$ cat src/rtl/mux_scan_ctrl.sv
// mux_scan_ctrl: walks the mux select code through every channel, holds each
// code for SETTLE cycles, samples F on the last one into Q, then offers Q with
// a Valid/Ready handshake. Synchronous active-high reset; all outputs registered.
module mux_scan_ctrl #(
    parameter int SEL_W  = 4,
    parameter int SETTLE = 2
) (
    input  logic                   i_clk,
    input  logic                   i_rst,
    input  logic                   i_start,
    input  logic                   i_abort,
    input  logic                   i_f,
    input  logic                   i_ready,
    output logic [SEL_W-1:0]       o_s,
    output logic                   o_en,
    output logic                   o_busy,
    output logic [0:(1<<SEL_W)-1]  o_q,
    output logic                   o_valid
);
    localparam int NCH   = 1 << SEL_W;
    // SETTLE-1 is the largest value the hold counter ever takes
    localparam int CNT_W = (SETTLE > 1) ? $clog2(SETTLE) : 1;
    localparam logic [CNT_W-1:0] CNT_LOAD = CNT_W'(SETTLE - 1);
    localparam logic [SEL_W-1:0] LAST_S   = SEL_W'(NCH - 1);

    typedef enum logic [1:0] {
        IDLE = 2'd0,
        SCAN = 2'd1,
        DONE = 2'd2
    } state_t;

    state_t           r_state, w_state_nxt;
    logic [SEL_W-1:0] r_s,     w_s_nxt;
    logic [CNT_W-1:0] r_cnt,   w_cnt_nxt;
    logic [0:NCH-1]   r_q,     w_q_nxt;
    logic             r_en,    w_en_nxt;
    logic             r_valid, w_valid_nxt;

    // State and datapath registers; reset overrides every input
    always_ff @(posedge i_clk) begin
        if (i_rst) begin
            r_state <= IDLE;
            r_s     <= '0;
            r_cnt   <= '0;
            r_q     <= '0;
            r_en    <= 1'b0;
            r_valid <= 1'b0;
        end else begin
            r_state <= w_state_nxt;
            r_s     <= w_s_nxt;
            r_cnt   <= w_cnt_nxt;
            r_q     <= w_q_nxt;
            r_en    <= w_en_nxt;
            r_valid <= w_valid_nxt;
        end
    end

    // Next-state and next-output decode; everything holds unless a branch moves it
    always_comb begin
        w_state_nxt = r_state;
        w_s_nxt     = r_s;
        w_cnt_nxt   = r_cnt;
        w_q_nxt     = r_q;
        w_en_nxt    = r_en;
        w_valid_nxt = r_valid;
        case (r_state)
            IDLE: begin
                // Level-sensitive: a held Start re-arms on every IDLE visit
                if (i_start) begin
                    w_state_nxt = SCAN;
                    w_s_nxt     = '0;
                    w_cnt_nxt   = CNT_LOAD;
                    w_en_nxt    = 1'b1;
                end
            end
            SCAN: begin
                // Abort wins over a capture due on the same edge; Q keeps partial data
                if (i_abort) begin
                    w_state_nxt = IDLE;
                    w_s_nxt     = '0;
                    w_cnt_nxt   = '0;
                    w_en_nxt    = 1'b0;
                end else if (r_cnt != '0) begin
                    w_cnt_nxt = r_cnt - 1'b1;
                end else begin
                    w_q_nxt[r_s] = i_f;
                    if (r_s == LAST_S) begin
                        // Last channel ends the scan rather than wrapping S
                        w_state_nxt = DONE;
                        w_s_nxt     = '0;
                        w_en_nxt    = 1'b0;
                        w_valid_nxt = 1'b1;
                    end else begin
                        w_s_nxt   = r_s + 1'b1;
                        w_cnt_nxt = CNT_LOAD;
                    end
                end
            end
            DONE: begin
                // Q frozen until handshake; Start is not looked at here
                if (i_ready) begin
                    w_state_nxt = IDLE;
                    w_valid_nxt = 1'b0;
                end
            end
            default: begin
                w_state_nxt = IDLE;
                w_s_nxt     = '0;
                w_cnt_nxt   = '0;
                w_en_nxt    = 1'b0;
                w_valid_nxt = 1'b0;
            end
        endcase
    end

    assign o_s     = r_s;
    assign o_en    = r_en;
    assign o_busy  = (r_state != IDLE);
    assign o_q     = r_q;
    assign o_valid = r_valid;

endmodule

$ cat config.mk
export PLATFORM = sky130hd
export DESIGN_NAME = mux_scan_ctrl
export DESIGN_NICKNAME = d
export VERILOG_FILES = /design/src/rtl/mux_scan_ctrl.sv
export SDC_FILE = /design/constraint.sdc
export NUM_CORES = 1
export LEC_CHECK = 0
export CAP_MARGIN = 15
export CELL_PAD_IN_SITES_DETAIL_PLACEMENT = 1
export CELL_PAD_IN_SITES_GLOBAL_PLACEMENT = 2
export CORE_MARGIN = 3
export CORE_UTILIZATION = 38
export CTS_BUF_LIST = sky130_fd_sc_hd__clkbuf_8
export DETAILED_ROUTE_END_ITERATION = 6
export DONT_BUFFER_PORTS = 1
export GPL_TIMING_DRIVEN = 1
export PLACE_DENSITY_LB_ADDON = 0.1
export SLEW_MARGIN = 30
export SYNTH_ARGS = -nofsm -noshare
export SYNTH_HDL_FRONTEND = slang
export SYNTH_SLANG_ARGS = --single-unit
$ cat constraint.sdc
create_clock -name i_clk -period 1.6 [get_ports i_clk]
set_input_delay 0.48 -clock i_clk [delete_from_list [all_inputs] [get_ports i_clk]]
set_output_delay 0.48 -clock i_clk [all_outputs]
set_load 0.01 [all_outputs]
-- Yosys cells after proc, flatten, opt, wreduce, memory -nomap -nowiden
Cells that the tools add are included.
- word-level logic and storage cells: 62
- register bits: 25
- bitwise operators: 5
- order comparisons: 2
- muxes and demuxes: 28
- reductions and logical operators: 9
- add/subtract/negate cells: 2
- equal/unequal tests: 10
- operators by type and width (operator ; count):
    16-bit bitwise mux ; 1
    4-bit two-way mux ; 4
    1-bit two-way mux ; 12
    4-bit one-hot mux with 3 select lines ; 1
    2-bit two-way mux ; 5
    2-bit != test (second input constant) ; 5
    1-bit one-hot mux with 3 select lines ; 3
    4-bit AND reduction ; 2
    3-bit != test (second input constant) ; 2
    2-bit one-hot mux with 3 select lines ; 1
    3-bit AND reduction ; 2
    5-bit >= comparator (second input constant) ; 1
    5-bit by 1-bit less-than comparator with 1-bit output (second input constant) ; 1
    4-bit inverter with 5-bit output ; 1
    5-bit AND reduction ; 1
    4-bit by 1-bit adder with 4-bit output (second input constant) ; 1
    1-bit demux with 4-bit select ; 1
    4-bit equality test (second input constant) ; 1
    1-bit inverter ; 4
    2-bit by 1-bit equality test with 1-bit output (second input constant) ; 1
    2-bit equality test (second input constant) ; 1
    2-bit logical NOT ; 1
    2-bit AND reduction ; 1
    2-bit nonzero test ; 1
    2 further kinds ; 2

-- Longest topological paths before layout
- depth after elaboration: 6
- depth in mapped cells: 6

-- Worst setup path after synthesis
OpenSTA, ideal clock, no wires.
- path type: register to register
- start point: register r_s[1] (netlist: o_s[1])
- end point: register r_en (netlist: o_en)
- library setup time: 115 ps
- clock period less this slack: 1424 ps
- slack: 176 ps
- cell stages (with the launch flop): 6
- data arrival time: 1310 ps
- cells stage by stage: dfxtp_1 ha_1 nand3_1 o21ai_0 a21oi_1 o21a_1
- cells in the longest elaborated chain, start to end: 3
- RTL lines (what ; line ; text):
    from (decl) ; 33 ; logic [SEL_W-1:0] r_s, w_s_nxt;
    from (signal assigned) ; 50 ; r_s <= w_s_nxt;
    4-bit equality test ; 87 ; if (r_s == LAST_S) begin
    3-bit != test (no line) ; -- ;
    4-bit AND reduction (no line) ; -- ;
    to (signal assigned) ; 53 ; r_en <= w_en_nxt;
    to (decl) ; 36 ; logic r_en, w_en_nxt;
Every way passes these cells.
A chain may end at the register's enable or synchronous reset.

-- Worst setup path in the final report
- start point: register r_state[1]
- end point: output port o_busy
- cells in the longest elaborated chain, start to end: 1
- RTL lines (what ; line ; text):
    from (decl) ; 32 ; state_t r_state, w_state_nxt;
    from (signal assigned) ; 49 ; r_state <= w_state_nxt;
    2-bit nonzero test ; 118 ; assign o_busy = (r_state != IDLE);
    to (decl) ; 16 ; output logic o_busy,
Every way passes these cells.

==> impl_summary.log <==
[metrics] Final setup viols: 0
[metrics] Die Span Y: 62.7 microns
[metrics] synthesized area per cell: 8.99 sq um
[metrics] Initial DRT Pass Iterations: 2
[metrics] DR vias/cell: 5.15
[metrics] maximum operating frequency: 664 MHz
[metrics] global placement routability congestion: 0.754
[metrics] total number of placement rows: 19
[metrics] die outline area: 3930 sq um
[metrics] Peak supply drop: 0.000506 V
[metrics] count of endpoints failing hold in the final timing report: 0
[metrics] Synth Instances: 136
[metrics] startpoint type of the worst setup path: flip-flop
[metrics] path category of the worst min-delay check: in -> reg
[metrics] cells taking the most area after synthesis: sky130_fd_sc_hd__dfxtp_1, sky130_fd_sc_hd__mux2i_1, sky130_fd_sc_hd__nor2_1
[metrics] Initial DRC Count: 21
[metrics] total track usage: 14.7%
[metrics] area of the core region: 2900 sq um
[metrics] clock transition at the registers of the reported paths: 0.09 ns
[metrics] number of hold buffers added after cts: 0
[metrics] wire per inst: 15.1 microns
[metrics] standby leakage power: 0.582 nW
[metrics] horizontal die dimension: 62.7 microns
[metrics] setup TNS: 0 ns
[metrics] global routing's busiest layer: met2
[metrics] GR met3 Demand/Resource: 4.32%
[metrics] Total Power Consumption: 1.09 mW
[metrics] clock latency on the worst-skew pair: 0.27 ns
[metrics] Netlist cell types: 28
[metrics] slew at the pin closest to its max-slew limit: 0.390 ns
[metrics] pre-CTS setup slack: 0.0748 ns
[metrics] pin count of the biggest net entering global routing: 26
[metrics] vias in the first global route: 1023
[metrics] cell type with the largest total area after synthesis: sky130_fd_sc_hd__dfxtp_1
[metrics] DR vias: 943
[metrics] post-layout worst setup margin: 0.0930 ns
[metrics] post-route minimum period: 1.51 ns
[metrics] signal arrival time at the worst endpoint: 1.03 ns
[metrics] sum of net half-perimeters after detailed placement: 2040 microns
[metrics] H-tree Lvls: 1
[metrics] endpoint required time on the critical path: 1.12 ns
[metrics] nets in the synthesized netlist: 146
[metrics] met1 demand-to-capacity share in global routing: 16.2%
[metrics] Syn. warnings: 0
[metrics] max_slew headroom: 73.9%
[metrics] largest driver fanout on the critical path: 5
[metrics] clock sink count: 25
[metrics] Worst Skew: 0.00205 ns
[metrics] count of nets left with antenna violations after detail routing: 0
[metrics] unrepaired setup endpoints after global routing: false
[metrics] first-pass GRT wire length: 4640 microns
[metrics] initial cell density of the core: 42.1%
[metrics] Slew Viols, Final: 0
[metrics] clock tree from TritonCTS: yes
[metrics] maximum number of buffers from clock root to sink: 2
[metrics] fillcell total: 357
[metrics] proportion of synthesized chip area in sequential cells: 40.9%
[metrics] CTS root buf: sky130_fd_sc_hd__clkbuf_8
[metrics] Area growth syn-to-layout: 10.7%
[metrics] status: completed
[metrics] Syn Std Cell Area: 1220 sq um
[metrics] number of diodes added for antenna fixing: 0
[metrics] #FFs+latches synth: 25
[metrics] share of Yosys cell area claimed by the top area cell type: 40.9%
[metrics] Tcrit/Tclk final: 94.2%
[metrics] GR Util met2: 26.0%
[metrics] Max-cap violations: 0
[metrics] Routed WL: 2770 microns
[metrics] IO Pins: 29
[metrics] crit path capture type: primary output
[metrics] post-layout util: 46.7%
[metrics] power per cell area: 807 nW/um^2
[metrics] number of nets in the final layout: 152
[metrics] proportion of layout cells with a drive suffix above 1: 15.6%
[metrics] TritonCTS Buffers: 3
[metrics] CP Class: reg -> out
[metrics] number of antenna violations at the first check in global routing: 0
[metrics] DRC errors left: 0
[metrics] leftover overflow at the end of global routing: 0
[metrics] # port buffers: 0
## cell families after synthesis
| group | after synthesis | synth area share [%] |
|---|---|---|
| AOI/OAI and AO/OA | 15 | 9.72 |
| buffers and inverters | 13 | 5.83 |
| DFF | 25 | 40.9 |
| muxes | 16 | 13.1 |
| adders and majority gates | 4 | 4.09 |
| and+or+nand+nor | 63 | 26.3 |
## where the power goes
group | leakage (nW) | internal (mW) | switching, mW
clock network | 0.0217 | 0.176 | 0.204
logic | 0.356 | 0.0342 | 0.0360
registers | 0.204 | 0.629 | 0.0128
total | 0.582 | 0.839 | 0.253
## critical path: stages (launching register included)
cell and delay (ns):
sky130_fd_sc_hd__dfxtp_4 0.38, sky130_fd_sc_hd__buf_4 0.15, sky130_fd_sc_hd__or2_4 0.24
## cell usage in the layout, fill, tap and decap left out, types with 2 or more instances in the layout
cell type / Yosys / final
sky130_fd_sc_hd__a21oi_1: 8 / 8
sky130_fd_sc_hd__inv_1: 3 / 3
sky130_fd_sc_hd__nand2b_1: 2 / 2
sky130_fd_sc_hd__nor2b_1: 4 / 4
sky130_fd_sc_hd__nand4_1: 4 / 4
sky130_fd_sc_hd__nor2_1: 23 / 23
sky130_fd_sc_hd__ha_1: 4 / 4
sky130_fd_sc_hd__mux2i_1: 16 / 16
sky130_fd_sc_hd__buf_4: 2 / 11
sky130_fd_sc_hd__nand2_1: 7 / 7
sky130_fd_sc_hd__clkbuf_8: 0 / 3
sky130_fd_sc_hd__dfxtp_1: 25 / 23
sky130_fd_sc_hd__nand3_1: 17 / 17
## worst paths after layout
path / slack, ns / from / cells after the start / endpoint
worst max register to register: 0.11 / r_state[1] / 5 / o_s[2]
worst min-delay path: 0.26 / i_rst / 1 / r_state[1]
worst min register to register: 0.50 / o_q[15] / 2 / o_q[15]
worst max-delay path: 0.09 / r_state[1] / 2 / o_busy
## sequential cells by signal (all words and copies together), names as in the netlist
name     cells
o_en         1
o_valid      1
r_cnt        1
r_state      2
o_q         16
o_s          4
## cells in the mapped netlist
library cell / count
sky130_fd_sc_hd__dfxtp_1: 25
sky130_fd_sc_hd__nor2_1: 23
sky130_fd_sc_hd__nand3_1: 17
sky130_fd_sc_hd__mux2i_1: 16
sky130_fd_sc_hd__a21oi_1: 8
sky130_fd_sc_hd__nand2_1: 7
sky130_fd_sc_hd__clkbuf_1: 5
sky130_fd_sc_hd__ha_1: 4
sky130_fd_sc_hd__nand4_1: 4
sky130_fd_sc_hd__nor2b_1: 4
sky130_fd_sc_hd__inv_1: 3
sky130_fd_sc_hd__buf_4: 2
sky130_fd_sc_hd__buf_6: 2
sky130_fd_sc_hd__nand2b_1: 2
sky130_fd_sc_hd__a221oi_2: 1
sky130_fd_sc_hd__a22o_1: 1
sky130_fd_sc_hd__a22oi_1: 1
sky130_fd_sc_hd__and3_1: 1
sky130_fd_sc_hd__buf_1: 1
sky130_fd_sc_hd__nor3_1: 1
sky130_fd_sc_hd__nor3b_1: 1
sky130_fd_sc_hd__nor4_2: 1
sky130_fd_sc_hd__nor4b_4: 1
sky130_fd_sc_hd__o21a_1: 1
sky130_fd_sc_hd__o21ai_0: 1
sky130_fd_sc_hd__o21bai_1: 1
sky130_fd_sc_hd__o32ai_4: 1
sky130_fd_sc_hd__or2_2: 1
## per-stage QoR
step | hold slack, ns | instance area (sq um) | std cells
3_3_place_gp | 0.493 | 1290 | 178
5_1_grt | 0.242 | 1350 | 183
3_5_place_dp | 0.495 | 1290 | 178
6_report | 0.259 | 1350 | 183
4_1_cts | 0.246 | 1340 | 182
2_1_floorplan | 0.481 | 1220 | 136
## metal layers
| metal | vias up | part of all wire, % |
|---|---|---|
| met5 | - | 0 |
| met4 | 0 | 1.4 |
| met3 | 4 | 5.6 |
| met2 | 19 | 48 |
| met1 | 442 | 45 |
| li1 | 478 | - |
## area by class of cell
| type | instances | area (sq um) | area share, % |
|---|---|---|---|
| clock buffers | 3 | 41.3 | 3.05 |
| repair buffers | 11 | 82.6 | 6.10 |
| clock inverters | 1 | 7.51 | 0.555 |
| well taps | 42 | 52.6 | 3.88 |
| flip-flops and latches | 25 | 505 | 37.3 |
| inverters | 3 | 11.3 | 0.832 |
| multi-input cells | 98 | 653 | 48.2 |
## repair_timing
item,CTS,global route
gates resized for setup,1,4
buffers inserted,0,1
endpoints found under the setup margin,1,3
Power figures use the tool's default switching activity.
